[src/rtl/prco_ctrl.sv]
// Multi-cycle sequencing controller for the PRCO core: fetch, decode, execute,
// memory and write-back sequencing around a single registered state machine.
module prco_ctrl #(
    parameter int              PC_W     = 16,
    parameter logic [PC_W-1:0] RESET_PC = '0,
    parameter int              RET_W    = 16
) (
    input  logic             i_clk,
    input  logic             i_rst_n,
    input  logic             i_halt,
    output logic [PC_W-1:0]  q_pc,
    output logic             q_imem_req,
    input  logic             i_imem_ack,
    input  logic [15:0]      i_imem_data,
    output logic [15:0]      q_instr,
    output logic             q_dec_en,
    input  logic             i_dec_reg_we,
    input  logic             i_dec_req_alu,
    input  logic             i_dec_req_ram,
    output logic             q_alu_start,
    input  logic             i_alu_done,
    output logic             q_ram_req,
    input  logic             i_ram_ack,
    output logic             q_reg_we,
    input  logic             i_jmp_valid,
    input  logic [PC_W-1:0]  i_jmp_addr,
    output logic             q_halted,
    output logic [2:0]       q_state,
    output logic [RET_W-1:0] q_retired
);

    typedef enum logic [2:0] {
        S_IDLE   = 3'd0,
        S_FETCH  = 3'd1,
        S_DECODE = 3'd2,
        S_EXEC   = 3'd3,
        S_MEM    = 3'd4,
        S_WB     = 3'd5,
        S_HALT   = 3'd6
    } state_t;

    localparam logic [PC_W-1:0]  PC_ONE  = 1;
    localparam logic [RET_W-1:0] RET_ONE = 1;

    state_t            state_q, state_d;
    logic [PC_W-1:0]   pc_q, pc_d;
    logic [15:0]       instr_q, instr_d;
    logic [RET_W-1:0]  retired_q, retired_d;
    logic              reg_we_q, reg_we_d;
    logic              req_ram_q, req_ram_d;
    logic              exec_first_q, exec_first_d;

    logic imem_req, dec_en, alu_start, ram_req, reg_we_stb, halted;

    always_ff @(posedge i_clk or negedge i_rst_n) begin
        if (!i_rst_n) begin
            state_q      <= S_IDLE;
            pc_q         <= RESET_PC;
            instr_q      <= '0;
            retired_q    <= '0;
            reg_we_q     <= 1'b0;
            req_ram_q    <= 1'b0;
            exec_first_q <= 1'b0;
        end else begin
            state_q      <= state_d;
            pc_q         <= pc_d;
            instr_q      <= instr_d;
            retired_q    <= retired_d;
            reg_we_q     <= reg_we_d;
            req_ram_q    <= req_ram_d;
            exec_first_q <= exec_first_d;
        end
    end

    always_comb begin
        state_d      = state_q;
        pc_d         = pc_q;
        instr_d      = instr_q;
        retired_d    = retired_q;
        reg_we_d     = reg_we_q;
        req_ram_d    = req_ram_q;
        exec_first_d = 1'b0;
        imem_req     = 1'b0;
        dec_en       = 1'b0;
        alu_start    = 1'b0;
        ram_req      = 1'b0;
        reg_we_stb   = 1'b0;
        halted       = 1'b0;
        case (state_q)
            S_IDLE: state_d = i_halt ? S_HALT : S_FETCH;
            S_FETCH: begin
                imem_req = 1'b1;
                if (i_imem_ack) begin
                    instr_d = i_imem_data;
                    state_d = S_DECODE;
                end
            end
            S_DECODE: begin
                dec_en       = 1'b1;
                exec_first_d = 1'b1;
                state_d      = S_EXEC;
            end
            S_EXEC: begin
                // Decoder flags are only trusted on the first EXEC cycle; keep a copy.
                if (exec_first_q) begin
                    reg_we_d  = i_dec_reg_we;
                    req_ram_d = i_dec_req_ram;
                    if (i_dec_req_alu) alu_start = 1'b1;
                    else               state_d   = i_dec_req_ram ? S_MEM : S_WB;
                end else if (i_alu_done) begin
                    state_d = req_ram_q ? S_MEM : S_WB;
                end
            end
            S_MEM: begin
                ram_req = 1'b1;
                if (i_ram_ack) state_d = S_WB;
            end
            S_WB: begin
                reg_we_stb = reg_we_q;
                pc_d       = i_jmp_valid ? i_jmp_addr : pc_q + PC_ONE;
                retired_d  = retired_q + RET_ONE;
                state_d    = i_halt ? S_HALT : S_FETCH;
            end
            S_HALT: begin
                halted = 1'b1;
                if (!i_halt) state_d = S_FETCH;
            end
            default: state_d = S_IDLE;
        endcase
    end

    assign q_pc        = pc_q;
    assign q_instr     = instr_q;
    assign q_retired   = retired_q;
    assign q_state     = state_q;
    assign q_imem_req  = imem_req;
    assign q_dec_en    = dec_en;
    assign q_alu_start = alu_start;
    assign q_ram_req   = ram_req;
    assign q_reg_we    = reg_we_stb;
    assign q_halted    = halted;

endmodule

[config.mk]
export PLATFORM = sky130hd
export DESIGN_NAME = prco_ctrl
export DESIGN_NICKNAME = d
export VERILOG_FILES = /design/src/rtl/prco_ctrl.sv
export SDC_FILE = /design/constraint.sdc
export NUM_CORES = 1
export LEC_CHECK = 0
export CAP_MARGIN = 5
export CORE_ASPECT_RATIO = 1.4
export CORE_MARGIN = 2
export CORE_UTILIZATION = 30
export CTS_CLUSTER_SIZE = 12
export DETAILED_ROUTE_END_ITERATION = 8
export GPL_TIMING_DRIVEN = 0
export HOLD_SLACK_MARGIN = 0.06
export PLACE_DENSITY = 0.62
export SKIP_CTS_REPAIR_TIMING = 1
export SLEW_MARGIN = 40
export SYNTH_ARGS = -nofsm -noshare
export SYNTH_HDL_FRONTEND = slang
export SYNTH_SLANG_ARGS = --single-unit
[constraint.sdc]
create_clock -name i_clk -period 2 [get_ports i_clk]
set_clock_uncertainty 0.15 [all_clocks]
set_input_delay 0.6 -clock i_clk [delete_from_list [all_inputs] [get_ports i_clk]]
set_output_delay 0.6 -clock i_clk [all_outputs]
set_load 0.1 [all_outputs]
==> flow_summary.json, run 1 <==
{
  "outcome": "finished with violations",
  "failed_checks": "setup timing",
  "cts.clk_slew.worst_paths_ns": 0.07,
  "tightest_slew_ns": 0.554,
  "met2WireLength_mm": 3.49,
  "mappedNetlistArea_um2": 2720,
  "finish.utilization_pct": 45.4,
  "worst-r2r-cell-count": 6,
  "ctsHtreeMaxLevel": 2,
  "timing.final.crit_share_pct": 114,
  "most-common-layout-cells": "49 x buf_2, 40 x clkdlybuf4s50_1, 31 x dfrtp_1",
  "route.final.wire_length_mm": 7.10,
  "post_route_cells_drive_above_1_share_pct": 36.0,
  "synth_adder_area_share_pct": 1.29,
  "wl_met1_mm": 3.17,
  "seq_area_frac_synth_pct": 49.8,
  "max_cap_viol_count": 0,
  "fillers": 890,
  "most_common_cell_after_layout_fill_and_taps_aside": "buf_2",
  "maxSlewViolCount": 0,
  "setup.worst_path.start": "q_state[2]",
  "detailedRoute.firstPassIterationCount": 4,
  "cts.sink_count": 54,
  "worst_skew_pair.late_latency_ns": 0.29,
  "antenna_cells": 0,
  "cts.path.max_buffers": 2,
  "top_layer": "met4",
  "vias_in_the_first_global_route": 2361,
  "die_w_um": 84.4,
  "timing.final.hold_violations": 0,
  "criticalPathCategory": "flop to output pin",
  "synthXorXnorAreaFrac_pct": 4.84,
  "critical_path.endpoint_type": "output pin",
  "mux_share_of_post_synthesis_cell_area_pct": 8.20,
  "worstSetupEndpoint": "q_reg_we",
  "synth.ff_latch_count": 54,
  "numPortBuffers": 98,
  "netlist-cell-type-count": 52,
  "worst_r2r_startpoint": "q_state[1]",
  "route.detailed.wl_per_inst_um": 14.7,
  "achievable_frequency_ghz": 0.437,
  "postRouteAntennaNets": 0,
  "coreArea_um2": 8930,
  "via_cell_ratio": 5.00,
  "grt-ovfl-total": 0,
  "grt_use_total_pct": 14.6,
  "grt_setup_unrepaired": "true",
  "detailroute.via_count": 2409,
  "worstHoldPathType": "primary input to asynchronous set/reset pin",
  "yosys.area_share.simple_pct": 20.0,
  "place_congestion": 0.797,
  "synth_warnings": 0,
  "drcViolationCount": 0,
  "detailed_place_hpwl_mm": 5.25,
  "worst-endpoint-arrival_ns": 1.54,
  "top_level_ports": 99,
  "grt_max_degree": 32,
  "final_worst_setup_slack_ns": -0.290,
  "crit_path_max_fanout": 5,
  "r2r_setup_slack_ns": 0.14,
  "die_area_um2": 9840,
  "floorplan.initialDensity_pct": 30.4,
  "cts_buffers": 5,
  "startpoint_type": "flop",
  "min_clock_period_post_route_ns": 2.29,
  "dieHeight_um": 117,
  "drt_iter0_markers": 68,
  "antenna_found_initial": 0,
  "fin_setup_tns_ns": -1.21,
  "cts_tree": "built",
  "synth.net_count": 303,
  "ctsRootBufferMaster": "clkbuf_16",
  "largest_family_of_logic_cells_by_synthesized_area": "simple AND/OR/NAND/NOR gates",
  "slew_headroom_pct": 62.8,
  "global_route_wire_length_before_repair_mm": 11.4,
  "synth.avg_cell_area_um2": 10.5,
  "setup-violations-final": 6,
  "compound_gate_fraction_of_synth_area_pct": 12.4,
  "worst_r2r_endpoint": "q_instr[13]",
  "placement_rows": 41,
  "syn-instance-count": 259,
  "areaGrowthSynthToFinish_pct": 49.4,
  "timing.critical_path.required_ns": 1.25,
  "routed_length_on_met3_um": 366,
  "design.final.nets": 418
}
worst max-delay path, cell delays in order, from the launching register on:
cell,delay (ns)
dfrtp_4,0.52
and3b_1,0.20
buf_6,0.12
buf_8,0.11
and2_4,0.13
buf_12,0.16
logic make-up (layout without fill, tap and decap cells):
family	after synthesis	count (layout)
simple gates	93	93
flops	54	54
compound gates	53	53
buf+inv	21	137
mux	20	20
xor+xnor	15	15
fa+ha+maj	3	3
cell usage after synthesis (all sizes together):
| cell type | n | share of area (%) |
|---|---|---|
| dfrtp | 54 | 50 |
| nand2 | 19 | 2.6 |
| mux2 | 18 | 7.5 |
| o21ai | 16 | 2.9 |
| a21oi | 14 | 2.6 |
| xnor2 | 13 | 4.2 |
| nand3 | 12 | 2.4 |
| nor3 | 12 | 2.8 |
| nor2 | 10 | 1.5 |
| and3 | 8 | 1.8 |
| inv | 8 | 1.1 |
| buf | 7 | 1.6 |
| nand4 | 7 | 1.6 |
| clkbuf | 6 | 0.83 |
| and2 | 4 | 0.92 |
| nor2b | 4 | 0.92 |
| nor4 | 4 | 0.92 |
| a311oi | 3 | 0.97 |
| a31oi | 3 | 0.69 |
| o211ai | 3 | 0.83 |
| o221ai | 3 | 1.2 |
| or3 | 3 | 0.88 |
| a211oi | 2 | 0.55 |
| a22oi | 2 | 0.55 |
| and3b | 2 | 0.65 |
| ha | 2 | 0.92 |
| mux2i | 2 | 0.74 |
| nand3b | 2 | 1.0 |
| o311ai | 2 | 0.65 |
| o31ai | 2 | 0.55 |
| xor2 | 2 | 0.65 |
| a221oi | 1 | 0.32 |
| and2b | 1 | 0.28 |
| maj3 | 1 | 0.37 |
| nand4b | 1 | 0.32 |
| nor3b | 1 | 0.28 |
| nor4b | 1 | 0.32 |
| o21bai | 1 | 0.28 |
| o22ai | 1 | 0.23 |
| or3b | 1 | 0.32 |
| or4 | 1 | 0.41 |
how the worst min path moves through the flow:
stage | from | endpoint | slack [ns] | cells past startpoint
after floorplan | i_rst_n | exec_first_q | 0.15 | 0
after global placement | q_retired[15] | q_retired[15] | 0.31 | 1
after detailed placement | q_retired[15] | q_retired[15] | 0.31 | 1
after CTS | i_rst_n | q_instr[7] | 0.06 | 1
after global routing | i_rst_n | q_instr[9] | 0.08 | 1
final | i_rst_n | q_instr[9] | 0.06 | 1
final cells by class:
type / instances / area (um2) / area share (%)
clock inverters: 2 / 37.5 / 0.925
multi-input cells: 184 / 1340 / 33.1
repair buffers: 108 / 876 / 21.6
inverters: 8 / 32.5 / 0.802
clock buffers: 6 / 129 / 3.18
plain buffers: 13 / 114 / 2.81
well taps: 107 / 134 / 3.30
flip-flops and latches: 54 / 1390 / 34.3
flip-flops by register name (all words and copies together) (netlist names):
register / flops
req_ram_q: 1
q_pc: 16
q_state: 3
q_instr: 16
exec_first_q: 1
reg_we_q: 1
q_retired: 16
metrics by stage:
stage               hold WS (ns)  cell area [um2]  std cells  setup slack [ns]
finish                    0.0563             4060        482            -0.290
detailed placement         0.313             3670        465            -0.429
CTS                       0.0620             3840        473            -0.716
global route              0.0761             4060        482            -0.327
floorplan                  0.154             2830        259            -0.610
global placement           0.313             3940        464             -2.00
per-layer routing:
| layer | vias up | GRT usage (%) |
|---|---|---|
| met3 | 7 | 3.25 |
| met5 | - | 0 |
| li1 | 1178 | - |
| met1 | 1159 | 18.8 |
| met2 | 65 | 24.5 |
| met4 | 0 | 5.08 |
Power of run 1 is left out: the tool's default activity adds up to more than one toggle a clock period on the data nets, which glitch-free logic cannot reach.
==> run 2, diff against run 1 <==
Settings changed: CORE_UTILIZATION 30 to 40, PLACE_DENSITY 0.62 to 0.8.
Clock period 2 ns to 2.05 ns, I/O delays scaled along.
==> flow_summary.json, run 2 (synthesis gave the netlist of run 1 again) <==
{
  "criticalPathCategory": "flop to output pin",
  "most-common-layout-cells": "47 x buf_2, 39 x clkdlybuf4s50_1, 34 x dfrtp_1",
  "drt_iter0_markers": 101,
  "cts.sink_count": 54,
  "setup.worst_path.start": "q_state[1]",
  "cts_buffers": 5,
  "maxSlewViolCount": 0,
  "r2r_setup_slack_ns": 0.10,
  "crit_path_max_fanout": 5,
  "coreArea_um2": 6570,
  "place_congestion": 0.805,
  "critical_path.top_delay_family": "flip-flops",
  "achievable_frequency_ghz": 0.429,
  "vias_in_the_first_global_route": 2378,
  "route.final.wire_length_mm": 7.03,
  "cts.clk_slew.worst_paths_ns": 0.09,
  "timing.final.crit_share_pct": 114,
  "route.detailed.wl_per_inst_um": 15.5,
  "detailedRoute.firstPassIterationCount": 4,
  "slowest_stage": "dfrtp_4",
  "finish.utilization_pct": 60.4,
  "areaGrowthSynthToFinish_pct": 46.2,
  "failed_checks": "setup timing",
  "critical_path.endpoint_type": "output pin",
  "grt-ovfl-total": 0,
  "via_cell_ratio": 5.47,
  "ctsRootBufferMaster": "clkbuf_8",
  "setup-violations-final": 6,
  "ctsHtreeMaxLevel": 2,
  "worst-endpoint-arrival_ns": 1.56,
  "grt_use_total_pct": 18.4,
  "hold-worst-slack_ns": 0.327,
  "worst_skew_pair.late_latency_ns": 0.30,
  "startpoint_type": "flop",
  "die_w_um": 73.6,
  "postRouteAntennaNets": 0,
  "floorplan.initialDensity_pct": 41.3,
  "numPortBuffers": 98,
  "tightest_slew_ns": 0.517,
  "worst_r2r_endpoint": "q_instr[5]",
  "die_area_um2": 7470,
  "antenna_found_initial": 0,
  "grt_max_degree": 38,
  "worstSetupEndpoint": "q_reg_we",
  "placement_rows": 35,
  "antenna_cells": 0,
  "global_route_wire_length_before_repair_mm": 10.9,
  "most_common_cell_after_layout_fill_and_taps_aside": "buf_2",
  "post_route_cells_drive_above_1_share_pct": 35.4,
  "outcome": "finished with violations",
  "grt_setup_unrepaired": "true",
  "cp.buffers_inverters": 3,
  "start_point_of_the_worst_min_delay_path": "q_retired[15]",
  "min_clock_period_post_route_ns": 2.33,
  "top_level_ports": 99,
  "drcViolationCount": 0,
  "design.final.nets": 423,
  "final_worst_setup_slack_ns": -0.279,
  "timing.final.hold_violations": 0,
  "sequence_of_cells_on_the_critical_path": "and3b_1, buf_6, buf_8, and2_4, buf_12",
  "detailroute.via_count": 2479,
  "worst_r2r_startpoint": "q_state[1]",
  "dp_slack_ns": -0.422,
  "critPathMaxStageDelay_ns": 0.51,
  "cts.path.max_buffers": 2,
  "dieHeight_um": 101,
  "worst-r2r-cell-count": 6,
  "detailed_place_hpwl_mm": 4.97,
  "worstHoldPathType": "flop to flop",
  "max_cap_viol_count": 0,
  "cts_tree": "built",
  "fin_setup_tns_ns": -1.14,
  "timing.critical_path.required_ns": 1.28,
  "slew_headroom_pct": 65.5,
  "worstSetupPathDepth": 5
}
==> run 2: changes by cell type in the layout (fill, tap and decap cells not counted), moves of 2 or more <==
cell / delta
buf_2: -2
buf_4: +2
clkbuf_16: -5
clkbuf_4: +3
clkbuf_8: +5
dfrtp_1: +3
dfrtp_2: -3
==> run 2: final cells by class <==
cell class | instances | area (um2)
repair buffers | 113 | 927
clock buffers | 5 | 68.8
plain buffers | 13 | 116
multi-input cells | 184 | 1330
clock inverters | 2 | 15.0
well taps | 74 | 92.6
inverters | 8 | 32.5
fillers | 591 | 2600
flip-flops and latches | 54 | 1390
==> run 2: worst min-delay path by stage <==
stage	endpoint	slack, ns	depth (start not counted)
2_1_floorplan	exec_first_q	0.17	0
3_5_place_dp	q_retired[15]	0.32	1
3_3_place_gp	q_retired[15]	0.31	1
5_1_grt	q_instr[6]	0.35	1
6_report	q_retired[15]	0.33	1
4_1_cts	q_pc[13]	0.02	1
==> run 2: through the flow <==
stage / instances / instance area (um2)
3_3_place_gp: 431 / 3880
2_1_floorplan: 259 / 2810
4_1_cts: 439 / 3700
5_1_grt: 453 / 3970
3_5_place_dp: 432 / 3620
6_report: 453 / 3970
==> run 2: layer usage <==
metal  routed length, um  GRT usage, %
met1                2890          22.6
met2                3550          31.3
met3                 501          4.48
met4                  82          6.29
met5                   0             0
==> run 2: worst register-to-register path, cell delays in order, from the launching register on <==
cell and delay, ns:
dfrtp_4 0.51, buf_4 0.16, nor3_4 0.21, and2_1 0.19
buf_6 0.15, buf_8 0.15, mux2_1 0.33
Power of run 2 is left out for the same reason.
